[src/rtl/mac_accumulator.sv]
// rtl/mac_accumulator.sv - dot-product accumulator behind a pipelined multiplier
//
// Accumulates the product stream y of multiplierArray into dot products of up
// to vlen terms. The multiplier carries no valid, so in_valid/in_last are
// delayed here by `latency` cycles to line up with y.
//
// Build option: MAC_ACCUMULATOR_SATURATE_EN clamps the sum to all-ones on
// carry-out instead of wrapping.
//
// Ports:
//   clk          rising-edge clock
//   rst          synchronous active-high reset
//   in_valid     a/b presented to the multiplier this cycle
//   in_last      final term of the current vector (qualified by in_valid)
//   y            product from the multiplier, 2*width bits
//   out_valid    one-cycle pulse, out_sum/out_overflow valid
//   out_sum      completed dot product, 2*width+guard bits (held after pulse)
//   out_overflow carry-out occurred within this vector (held after pulse)
//   busy         vector partially accumulated or products in flight

module mac_accumulator #(
  parameter int width   = 64,
  parameter int latency = 2,
  parameter int vlen    = 16,
  parameter int guard   = 8
) (
  input  logic                     clk,
  input  logic                     rst,
  input  logic                     in_valid,
  input  logic                     in_last,
  input  logic [2*width-1:0]       y,
  output logic                     out_valid,
  output logic [2*width+guard-1:0] out_sum,
  output logic                     out_overflow,
  output logic                     busy
);

  localparam int pw = 2 * width;
  localparam int aw = pw + guard;
  localparam int cw = $clog2(vlen + 1);

  typedef enum logic {IDLE, ACCUM} state_t;

  state_t          state, state_n;
  logic [aw-1:0]   acc, acc_n;
  logic [cw-1:0]   cnt, cnt_n;
  logic            sticky, sticky_n;

  logic            pv, pl, inflight;

  // Valid/last delay line matched to the multiplier depth.
  generate
    if (latency == 0) begin : g_pass
      assign pv       = in_valid;
      assign pl       = in_valid & in_last;
      assign inflight = 1'b0;
    end else begin : g_dly
      logic [latency-1:0] vchain;
      logic [latency-1:0] lchain;

      always_ff @(posedge clk) begin
        if (rst) begin
          vchain <= '0;
          lchain <= '0;
        end else begin
          vchain[0] <= in_valid;
          // in_last without in_valid is dropped here so it can never close a vector.
          lchain[0] <= in_valid & in_last;
          for (int i = 1; i < latency; i++) begin
            vchain[i] <= vchain[i-1];
            lchain[i] <= lchain[i-1];
          end
        end
      end

      assign pv       = vchain[latency-1];
      assign pl       = lchain[latency-1];
      assign inflight = |vchain;
    end
  endgenerate

  // In IDLE the running sum starts from zero, so one adder serves both states.
  logic [aw-1:0] base;
  logic [cw-1:0] cnt_inc;
  logic [aw:0]   sum_ext;
  logic          carry;
  logic          ovf_now;
  logic [aw-1:0] sum_v;
  logic          close;
  logic          emit;

  always_comb begin
    base     = (state == ACCUM) ? acc : '0;
    cnt_inc  = ((state == ACCUM) ? cnt : '0) + cw'(1);
    sum_ext  = {1'b0, base} + {{(guard + 1){1'b0}}, y};
    carry    = sum_ext[aw];
    ovf_now  = ((state == ACCUM) & sticky) | carry;
`ifdef MAC_ACCUMULATOR_SATURATE_EN
    // Once clamped, later adds either carry again or add zero, so it stays clamped.
    sum_v    = ovf_now ? '1 : sum_ext[aw-1:0];
`else
    sum_v    = sum_ext[aw-1:0];
`endif
    close    = pl | (cnt_inc == cw'(vlen));

    state_n  = state;
    acc_n    = acc;
    cnt_n    = cnt;
    sticky_n = sticky;
    emit     = 1'b0;

    if (pv) begin
      if (close) begin
        emit     = 1'b1;
        acc_n    = '0;
        cnt_n    = '0;
        sticky_n = 1'b0;
        state_n  = IDLE;
      end else begin
        acc_n    = sum_v;
        cnt_n    = cnt_inc;
        sticky_n = ovf_now;
        state_n  = ACCUM;
      end
    end
  end

  always_ff @(posedge clk) begin
    if (rst) begin
      state <= IDLE;
    end else begin
      state <= state_n;
    end
  end

  always_ff @(posedge clk) begin
    if (rst) begin
      acc          <= '0;
      cnt          <= '0;
      sticky       <= 1'b0;
      out_valid    <= 1'b0;
      out_sum      <= '0;
      out_overflow <= 1'b0;
    end else begin
      acc       <= acc_n;
      cnt       <= cnt_n;
      sticky    <= sticky_n;
      out_valid <= emit;
      if (emit) begin
        out_sum      <= sum_v;
        out_overflow <= ovf_now;
      end
    end
  end

  assign busy = (state == ACCUM) | inflight;

endmodule

[config.mk]
export PLATFORM = sky130hd
export DESIGN_NAME = mac_accumulator
export DESIGN_NICKNAME = d
export VERILOG_FILES = /design/src/rtl/mac_accumulator.sv
export SDC_FILE = /design/constraint.sdc
export NUM_CORES = 1
export LEC_CHECK = 0
export BUFFER_PORTS_ARGS = -buffer_cell sky130_fd_sc_hd__buf_2
export CORE_MARGIN = 8
export CORE_UTILIZATION = 35
export DETAILED_ROUTE_END_ITERATION = 16
export GPL_ROUTABILITY_DRIVEN = 0
export HOLD_SLACK_MARGIN = 0.1
export PLACE_DENSITY = 0.56
export SYNTH_ARGS = -nofsm -noshare
export SYNTH_HDL_FRONTEND = slang
export SYNTH_SLANG_ARGS = --single-unit
export TNS_END_PERCENT = 30
[constraint.sdc]
create_clock -name clk -period 5.8 [get_ports clk]
set_input_delay 1.45 -clock clk [delete_from_list [all_inputs] [get_ports clk]]
set_output_delay 1.45 -clock clk [all_outputs]
set_load 0.005 [all_outputs]
==> results of run 1 <==
==> cells in the final DEF (no fill, tap or decap), drive strengths merged, types with 7 or more instances in the layout <==
cell type  instances
a211oi            24
a21boi             9
a21o              80
a21oi            322
a221oi             7
a22o              43
a22oi             62
a31oi             14
and2             144
and3              11
and4               7
buf              309
clkbuf            50
dfxtp            285
ha               129
inv               50
nand2            397
nand2b            15
nand3             46
nand4             72
nor2             213
nor2b             14
nor3              33
nor4               9
o211ai            11
o21a              20
o21ai            134
o21bai            38
o22ai              7
o31ai              8
or3                9
xnor2             79
xor2              52
==> routing by layer <==
layer	share of wire	wire length [microns]	vias to the layer above
met1	0.46	31300	9086
met2	0.45	30400	561
li1	-	-	9483
met4	0.025	1690	0
met5	0	0	-
met3	0.060	4040	89
==> critical path, cell delays in order <==
cell       delay [ns]
buf_2            0.10
ha_1             0.21
fa_1             0.46
a211oi_2         0.23
o21ai_1          0.12
a211o_1          0.35
and3_1           0.18
nor3b_2          0.50
o31ai_2          0.21
a211oi_2         0.44
o211ai_2         0.17
a2111oi_2        0.38
o21ai_1          0.16
a21boi_2         0.17
nor4_1           0.06
a311o_1          0.37
==> cells by family after synthesis <==
| family | synth area share |
|---|---|
| simple gates | 0.242 |
| fa+ha+maj | 0.0852 |
| xor+xnor | 0.0598 |
| compound gates | 0.269 |
| buf+inv | 0.0449 |
| flops | 0.297 |
| mux | 0.00209 |
==> worst max path at each step <==
| stage | from | endpoint | slack [ns] | cells after the start |
|---|---|---|---|---|
| global placement | y[0] | out_sum[128]$_SDFFE_PP0P_ | 0.17 | 16 |
| CTS | y[0] | out_sum[128]$_SDFFE_PP0P_ | 0.65 | 16 |
| floorplan | y[0] | out_sum[128]$_SDFFE_PP0P_ | 0.81 | 15 |
| global route | state$_SDFFE_PP0P_ | out_sum[135]$_SDFFE_PP0P_ | 0.41 | 15 |
| finish | y[0] | out_sum[128]$_SDFFE_PP0P_ | 0.62 | 16 |
| detailed placement | y[0] | out_sum[128]$_SDFFE_PP0P_ | 0.07 | 16 |
==> state kept, by name (all words and copies together), names as in the netlist, 2 cells and up <==
signal        flops
g_dly.lchain      2
cnt               5
acc             136
g_dly.vchain      2
out_sum         136
==> cell type report <==
cell class                 instances  area share
antenna                            1    0.000112
tap                              704      0.0394
sequential                       285       0.256
clock buffer                      50      0.0472
inverter                          48     0.00807
multi-input combinational       2072       0.566
timing repair buffer             309      0.0756
clock inverter                    11     0.00773
==> where the power goes <==
part	total, mW	switching, mW	internal [mW]
Combinational	0.520	0.341	0.180
Clock	2.36	0.915	1.45
Sequential	2.02	0.0246	1.99
Total	4.90	1.28	3.62
==> through the flow <==
stage                     instance area, sq um  setup WS (ns)
final                                    22300          0.624
after global routing                     22300          0.415
after CTS                                22300          0.649
after detailed placement                 21100         0.0671
after global placement                   21100          0.170
after floorplan                          19200          0.808
==> impl_metrics.yaml, run 1 <==
cells_and_area:
  nNetsFinal: 3013
  multi_input_area_sq_um: 12700
  instances_no_fill: 3480
  nFillCells: 5732
  fin_util: 0.409
  regArea_sq_um: 5710
  synthToLayoutAreaGrowth_pct: 16.5
  layout-drive-gt1-share: 0.143
min_path:
  whs_endpoint: "g_dly.vchain[1]$_SDFF_PP0_"
  hold_depth: 1
  min_from: "g_dly.vchain[0]$_SDFF_PP0_"
  hp-class: "reg2reg"
critical_path:
  r2r_end: "acc[129]$_SDFFE_PP0P_"
  critical_path_class: "in2reg"
  regToRegSetupSlack_ns: 0.67
  endpoint_kind: "flip-flop"
  cp.required_ns: 6.22
  rr_startpoint: "state$_SDFFE_PP0P_"
  r2r_cells: 15
  crit_arrival_ns: 5.59
  cp-start-kind: "input pin"
  path_max_fanout: 3
global_routing:
  grt_pass1_vias: 19000
  grt.overflow.total: 0
  grtUsageMet3: 0.0366
  antenna_found_initial: 2
  grt_pass1_wl_microns: 106000
  grt.total_usage: 0.206
  grt_start_max_net_pins: 182
  grt_util_met1: 0.276
  grt_busiest_layer: "met2"
  gr-usage-met2: 0.337
detailed_routing:
  dr.pass1.iters: 5
  totalWireLength_microns: 67400
  drt_drc_violations_left: 0
  routedWlPerCell_microns: 19.4
  via_count: 19200
  via_per_inst: 5.52
  drtIter0Drc: 1420
  antenna_left: 0
sta:
  fmax_ghz: 0.193
  whs_ns: 0.447
  setup_viol: 0
  tightest_slew_ns: 1.17
  slew_violations: 0
  rsz0062_at_grt: "no"
  timing.final.crit_share: 0.892
  fin_tns_setup_ns: 0
  final_hold_viol_count: 0
  fin_crit_ns: 5.18
  relSlewSlack: 0.218
  finClkSkew_ns: 0.0132
logic_synthesis:
  syn_area_sq_um: 19200
  async_flop_share: 0
  synth-edff-count: 0
  yosysTopAreaCell: "dfxtp_1"
  synthMostInstantiatedCell: "nand2_1"
  synth_warnings: 0
  synth_area_leaders: "dfxtp_1 30%, ha_1 8.4%, a21oi_1 8.4%"
  syn_nets: 2845
  synth_top_cell_area_share: 0.297
  ys_seq_elements: 285
  synth_common_cells: "397 x nand2_1, 322 x a21oi_1, 285 x dfxtp_1"
  synth_seq_area_share: 0.297
  ys_types: 79
  ys.flop_type: "dfxtp_1"
  syn_area_per_cell_sq_um: 7.43
  netlist_instances: 2583
cts:
  cts_buffers: 35
  cts.sink_count: 285
  cts_tree: "yes"
  cts_root_buffer: "clkbuf_16"
  htreeDepth: 2
  cts-resized-gates: 0
  post_cts_buffers: 0
  clock_path_buffers: 3
  clkLatencyLatePin_ns: 0.54
  hold_buffers: 0
  clk_pin_slew_worst_paths_ns: 0.06
die:
  die-height_microns: 250
  die_x_microns: 250
  boundaryPins: 271
  die_area_sq_um: 62500
  fp-row-count: 86
  core_sq_um: 54700
  start_util: 0.351
power:
  p_leak_nw: 9.69
  ir_drop_v: 0.000157
  finalPower_mw: 4.90
  power.density_nw_per_um2: 219
flow_run:
  max-cap-violations: 0
placement:
  dp_hpwl_microns: 51000
  place_inst: 3418
  portBuffers: 270
run_status:
  outcome: "completed"
Power figures use the tool's default switching activity.
==> run 2: changes to the inputs <==
Clock period 5.8 ns to 6 ns, I/O delays scaled along.
==> impl_metrics.yaml, run 2 (synthesis results as in run 1) <==
run_status:
  outcome: "completed"
detailed_routing:
  via_count: 19300
  via_per_inst: 5.56
  dr.pass1.iters: 6
  drt_drc_violations_left: 0
  antenna_left: 0
  drtIter0Drc: 1527
  totalWireLength_microns: 67200
  routedWlPerCell_microns: 19.3
cells_and_area:
  nNetsFinal: 3004
  synthToLayoutAreaGrowth_pct: 15.7
  regArea_sq_um: 5710
  diodes: 0
  layout-drive-gt1-share: 0.141
  multi_input_area_sq_um: 12700
  final_common_cell: "nand2_1"
  nFillCells: 5782
  top_regs: "acc: 136 flops, out_sum: 136 flops, cnt: 5 flops"
  final_cell_mix: "397 x nand2_1, 322 x a21oi_1, 284 x dfxtp_1"
cts:
  cts.sink_count: 285
  cts_buffers: 36
  cts_tree: "yes"
  clk_pin_slew_worst_paths_ns: 0.06
  hold_buffers: 0
  htreeDepth: 2
  clock_path_buffers: 3
  cts-resized-gates: 0
  cts_root_buffer: "clkbuf_16"
  post_cts_buffers: 0
  clkLatencyLatePin_ns: 0.56
sta:
  finClkSkew_ns: 0.0237
  fmax_ghz: 0.192
  setup_viol: 0
  rsz0062_at_grt: "no"
  final_hold_viol_count: 0
  relSlewSlack: 0.266
  fin_crit_ns: 5.22
  slew_violations: 0
  tightest_slew_ns: 1.10
  fin_tns_setup_ns: 0
  worst_slack_ns: 0.785
  timing.final.crit_share: 0.869
global_routing:
  grt.total_usage: 0.206
  gr-usage-met2: 0.336
  grt_pass1_vias: 19300
  grt_busiest_layer: "met2"
  grt.overflow.total: 0
  grtUsageMet3: 0.0388
  grt_pass1_wl_microns: 106000
  grt_util_met1: 0.274
  grt_start_max_net_pins: 96
  antenna_found_initial: 0
critical_path:
  regToRegSetupSlack_ns: 0.78
  crit_arrival_ns: 5.62
  cp-start-kind: "flip-flop"
  path_max_fanout: 95
  cp.required_ns: 6.41
  worst-path-buf-inv: 1
  cp_common_cell: "a21oi_1"
  critical_path_class: "reg2reg"
  cpLargestDelayFamily: "compound AO/OA/AOI/OAI gates"
  cp_cell_sequence: "and2_1 > ha_1 > a21o_1 > a21oi_1 > a211oi_1 > o2111ai_1 > a21oi_1 > buf_4 > o2111ai_1 > o211ai_1 > and4_1 > or3_1 > a21oi_1 > o21ai_0 > xnor2_1 > o21ai_0"
  endpoint_kind: "flip-flop"
  cp_slowest_cell: "dfxtp_4"
  crit_path_max_incr_delay_ns: 0.87
min_path:
  hp-class: "reg2reg"
die:
  die-height_microns: 250
  core_sq_um: 54700
  die_area_sq_um: 62500
  die_x_microns: 250
  start_util: 0.351
  fp-row-count: 86
  boundaryPins: 271
placement:
  dp_hpwl_microns: 51200
  pre_cts_ws_ns: 0.294
  portBuffers: 270
power:
  p_leak_nw: 9.62
  ir_drop_v: 0.000282
  power.density_nw_per_um2: 209
flow_run:
  max-cap-violations: 0
## run 2: cell types whose count changed in the layout (fill, tap and decap cells not counted)
cell       before  now
buf_12          3    0
buf_4          36   29
bufinv_16       4    1
clkbuf_1        5    3
clkbuf_16      37   39
clkbuf_8        8    4
clkinv_2        2    9
clkinv_4        2    5
clkinv_8        0    1
diode_2         1    0
inv_6           2    1
## run 2: layer usage
metal / routed length [microns] / share of wire
met1: 31000 / 0.46
met2: 30200 / 0.45
met3: 3980 / 0.059
met4: 1990 / 0.030
met5: 0 / 0
## run 2: metrics by stage
step                      cell area [sq um]  utilization  power (mW)  instances  hold WS, ns
after floorplan                       19200            -        2.31       2583        0.414
after global placement                21000        0.384        2.48       3408        0.428
after detailed placement              21000        0.384        2.48       3408        0.434
after CTS                             22200        0.406        4.72       3472        0.454
after global routing                  22200        0.406        4.85       3472        0.468
final                                 22200        0.406        4.65       3472        0.451
## run 2: layout make-up
class                      instances  share of cell area
multi-input combinational       2072               0.570
sequential                       285               0.257
timing repair buffer             299              0.0710
clock buffer                      46              0.0470
tap                              704              0.0397
inverter                          48             0.00812
clock inverter                    18             0.00682
## run 2: worst paths after layout
| path | cells after the start | to | from |
|---|---|---|---|
| setup / recovery | 16 | acc[127]$_SDFFE_PP0P_ | state$_SDFFE_PP0P_ |
| hold / removal | 2 | acc[121]$_SDFFE_PP0P_ | acc[121]$_SDFFE_PP0P_ |
| setup reg to reg | 16 | acc[127]$_SDFFE_PP0P_ | state$_SDFFE_PP0P_ |
| hold reg to reg | 2 | acc[121]$_SDFFE_PP0P_ | acc[121]$_SDFFE_PP0P_ |
## run 2: power breakdown
group          leakage [nW]  internal, mW  total (mW)  switching (mW)
Sequential             2.31          1.93        1.95          0.0268
Clock                 0.594          1.28        2.20           0.916
Combinational          6.72         0.169       0.492           0.323
## run 2: worst register-to-register path: cells and delay by family (launching register included)
family | cells | cell delay (ns)
fa+ha+maj | 1 | 0.29
buf+inv | 1 | 0.19
simple gates | 3 | 1.13
xor+xnor | 1 | 0.14
flops | 1 | 0.87
compound gates | 10 | 2.44
==> run 3: changes to the inputs <==
--- a/config.mk
+++ b/config.mk
@@ -6,6 +6,6 @@
 export NUM_CORES = 1
 export LEC_CHECK = 0
-export BUFFER_PORTS_ARGS = -buffer_cell sky130_fd_sc_hd__buf_2
-export CORE_MARGIN = 8
+export BUFFER_PORTS_ARGS = -buffer_cell sky130_fd_sc_hd__clkbuf_2
+export CORE_MARGIN = 3
 export CORE_UTILIZATION = 35
 export DETAILED_ROUTE_END_ITERATION = 16
==> constraint.sdc (replaced) <==
create_clock -name clk -period 6 [get_ports clk]
set_input_delay 1.5 -clock clk [delete_from_list [all_inputs] [get_ports clk]]
set_output_delay 1.5 -clock clk [all_outputs]
set_load 0.05 [all_outputs]
==> impl_metrics.yaml, run 3 (synthesis results as in run 1) <==
run_status:
  outcome: "completed"
critical_path:
  path_max_fanout: 6
  critical_path_class: "in2reg"
  r2r_cells: 16
  endpoint_kind: "flip-flop"
  cp_cell_sequence: "clkbuf_2 > ha_1 > fa_1 > a211oi_2 > o21ai_1 > a211o_1 > and3_1 > nor3b_2 > buf_4 > o31ai_2 > a211oi_2 > o211ai_2 > a2111oi_2 > o21ai_1 > a21boi_2 > nor4_1 > a311o_1"
  cp.required_ns: 6.42
  crit_arrival_ns: 5.71
  worst-path-buf-inv: 2
  regToRegSetupSlack_ns: 0.81
  crit_path_max_incr_delay_ns: 0.48
  rr_startpoint: "state$_SDFFE_PP0P_"
  cp-start-kind: "input pin"
  cpLargestDelayFamily: "compound AO/OA/AOI/OAI gates"
  r2r_end: "out_sum[128]$_SDFFE_PP0P_"
  cp_slowest_cell: "a2111oi_2"
global_routing:
  grt_pass1_vias: 18700
  grt.overflow.total: 0
  grt_start_max_net_pins: 88
  grt_pass1_wl_microns: 103000
  antenna_found_initial: 1
  grt.total_usage: 0.223
cells_and_area:
  nNetsFinal: 2999
  fin_util: 0.411
  top_regs: "acc: 136 flops, out_sum: 136 flops, cnt: 5 flops"
  diodes: 0
  final_cell_mix: "397 x nand2_1, 322 x a21oi_1, 284 x dfxtp_1"
  multi_input_area_sq_um: 12700
  layout-drive-gt1-share: 0.138
  synthToLayoutAreaGrowth_pct: 15.9
  final_common_cell: "nand2_1"
  regArea_sq_um: 5710
  nFillCells: 5633
detailed_routing:
  dr.pass1.iters: 6
  via_count: 19300
  routedWlPerCell_microns: 19.1
  via_per_inst: 5.58
  antenna_left: 0
  drtIter0Drc: 1630
  drt_drc_violations_left: 0
  totalWireLength_microns: 66000
power:
  power.density_nw_per_um2: 218
  swShare: 0.262
  power_frac_clock: 0.491
  intPower_mw: 3.57
  p_comb_frac: 0.105
  ir_drop_v: 0.000186
  p_switching_mw: 1.26
  p_leak_nw: 9.51
  p_seq_frac: 0.404
sta:
  finClkSkew_ns: 0.0248
  whs_ns: 0.448
  relSlewSlack: 0.284
  timing.final.crit_share: 0.881
  setup_viol: 0
  final_hold_viol_count: 0
  fin_tns_setup_ns: 0
  slew_violations: 0
  tightest_slew_ns: 1.07
  fin_crit_ns: 5.28
  worst_slack_ns: 0.716
  fmax_ghz: 0.189
  rsz0062_at_grt: "no"
cts:
  htreeDepth: 2
  clk_pin_slew_worst_paths_ns: 0.06
  clock_path_buffers: 3
  cts_tree: "yes"
  cts_root_buffer: "clkbuf_16"
  cts-resized-gates: 0
  post_cts_buffers: 0
  clkLatencyLatePin_ns: 0.55
  hold_buffers: 0
  cts_buffers: 37
  cts.sink_count: 285
min_path:
  hold_depth: 2
  min_from: "acc[127]$_SDFFE_PP0P_"
  whs_endpoint: "acc[127]$_SDFFE_PP0P_"
  hp-class: "reg2reg"
die:
  boundaryPins: 271
  die-height_microns: 240
  die_area_sq_um: 57600
  fp-row-count: 85
  start_util: 0.355
  core_sq_um: 54000
  die_x_microns: 240
placement:
  pre_cts_ws_ns: 0.209
  dp_hpwl_microns: 49400
  portBuffers: 270
flow_run:
  max-cap-violations: 0
[run 3: cell types whose count changed in the layout (fill, tap and decap cells not counted), sizes merged]
| cell | previous run | this run |
|---|---|---|
| buf | 299 | 24 |
| bufinv | 1 | 7 |
| clkbuf | 46 | 317 |
| clkinv | 15 | 5 |
| clkinvlp | 1 | 3 |
[run 3: through the flow]
step | total power [mW] | area, sq um | instances
2_1_floorplan | 2.32 | 19200 | 2583
5_1_grt | 5.02 | 22200 | 3458
6_report | 4.83 | 22200 | 3458
3_5_place_dp | 2.50 | 21000 | 3394
4_1_cts | 4.90 | 22200 | 3458
3_3_place_gp | 2.50 | 21000 | 3394
[run 3: worst reg2reg max path, stage by stage (launching register included)]
cell and delay, ns:
dfxtp_4 0.81, and2_1 0.33, ha_1 0.25, nand4_1 0.21
nor3_1 0.41, nor4bb_1 0.30, and3_1 0.26, nor3b_2 0.06
buf_4 0.17, o31ai_2 0.53, a211oi_2 0.22, o211ai_2 0.42
a2111oi_2 0.17, o21ai_1 0.30, a21boi_2 0.14, and4_1 0.23
a311o_1 0.26
[run 3: how the worst max path moves through the flow]
stage,start,endpoint,slack (ns),cells after the start
floorplan,y[0],out_sum[128]$_SDFFE_PP0P_,0.96,15
global placement,y[0],out_sum[128]$_SDFFE_PP0P_,0.31,17
detailed placement,y[0],out_sum[128]$_SDFFE_PP0P_,0.21,17
CTS,state$_SDFFE_PP0P_,out_sum[129]$_SDFFE_PP0P_,0.76,12
global route,state$_SDFFE_PP0P_,out_sum[134]$_SDFFE_PP0P_,0.42,17
finish,y[0],out_sum[128]$_SDFFE_PP0P_,0.72,17
[run 3: metal layers]
layer / up-vias / part of all wire / track usage / wire, microns
met5: - / 0 / 0 / 0
met4: 0 / 0.030 / 0.0730 / 1960
met3: 124 / 0.079 / 0.0501 / 5230
met2: 663 / 0.45 / 0.361 / 29500
met1: 9028 / 0.44 / 0.294 / 29300
li1: 9469 / - / - / -
[run 3: cell type report]
class                           instances  area share
Multi-Input combinational cell       2072       0.569
Sequential cell                       285       0.257
Timing Repair Buffer                  293      0.0694
Clock buffer                           48      0.0449
Tap cell                              696      0.0392
Clock inverter                         16      0.0122
Inverter                               48     0.00811
[run 3: power by group through the flow]
stage               Sequential [mW]  Combinational (mW)  Clock, mW
floorplan                      2.00               0.329          0
global placement               1.99               0.501          0
detailed placement             2.00               0.503          0
CTS                            1.95               0.506       2.44
global route                   1.96               0.558       2.51
finish                         1.95               0.509       2.37
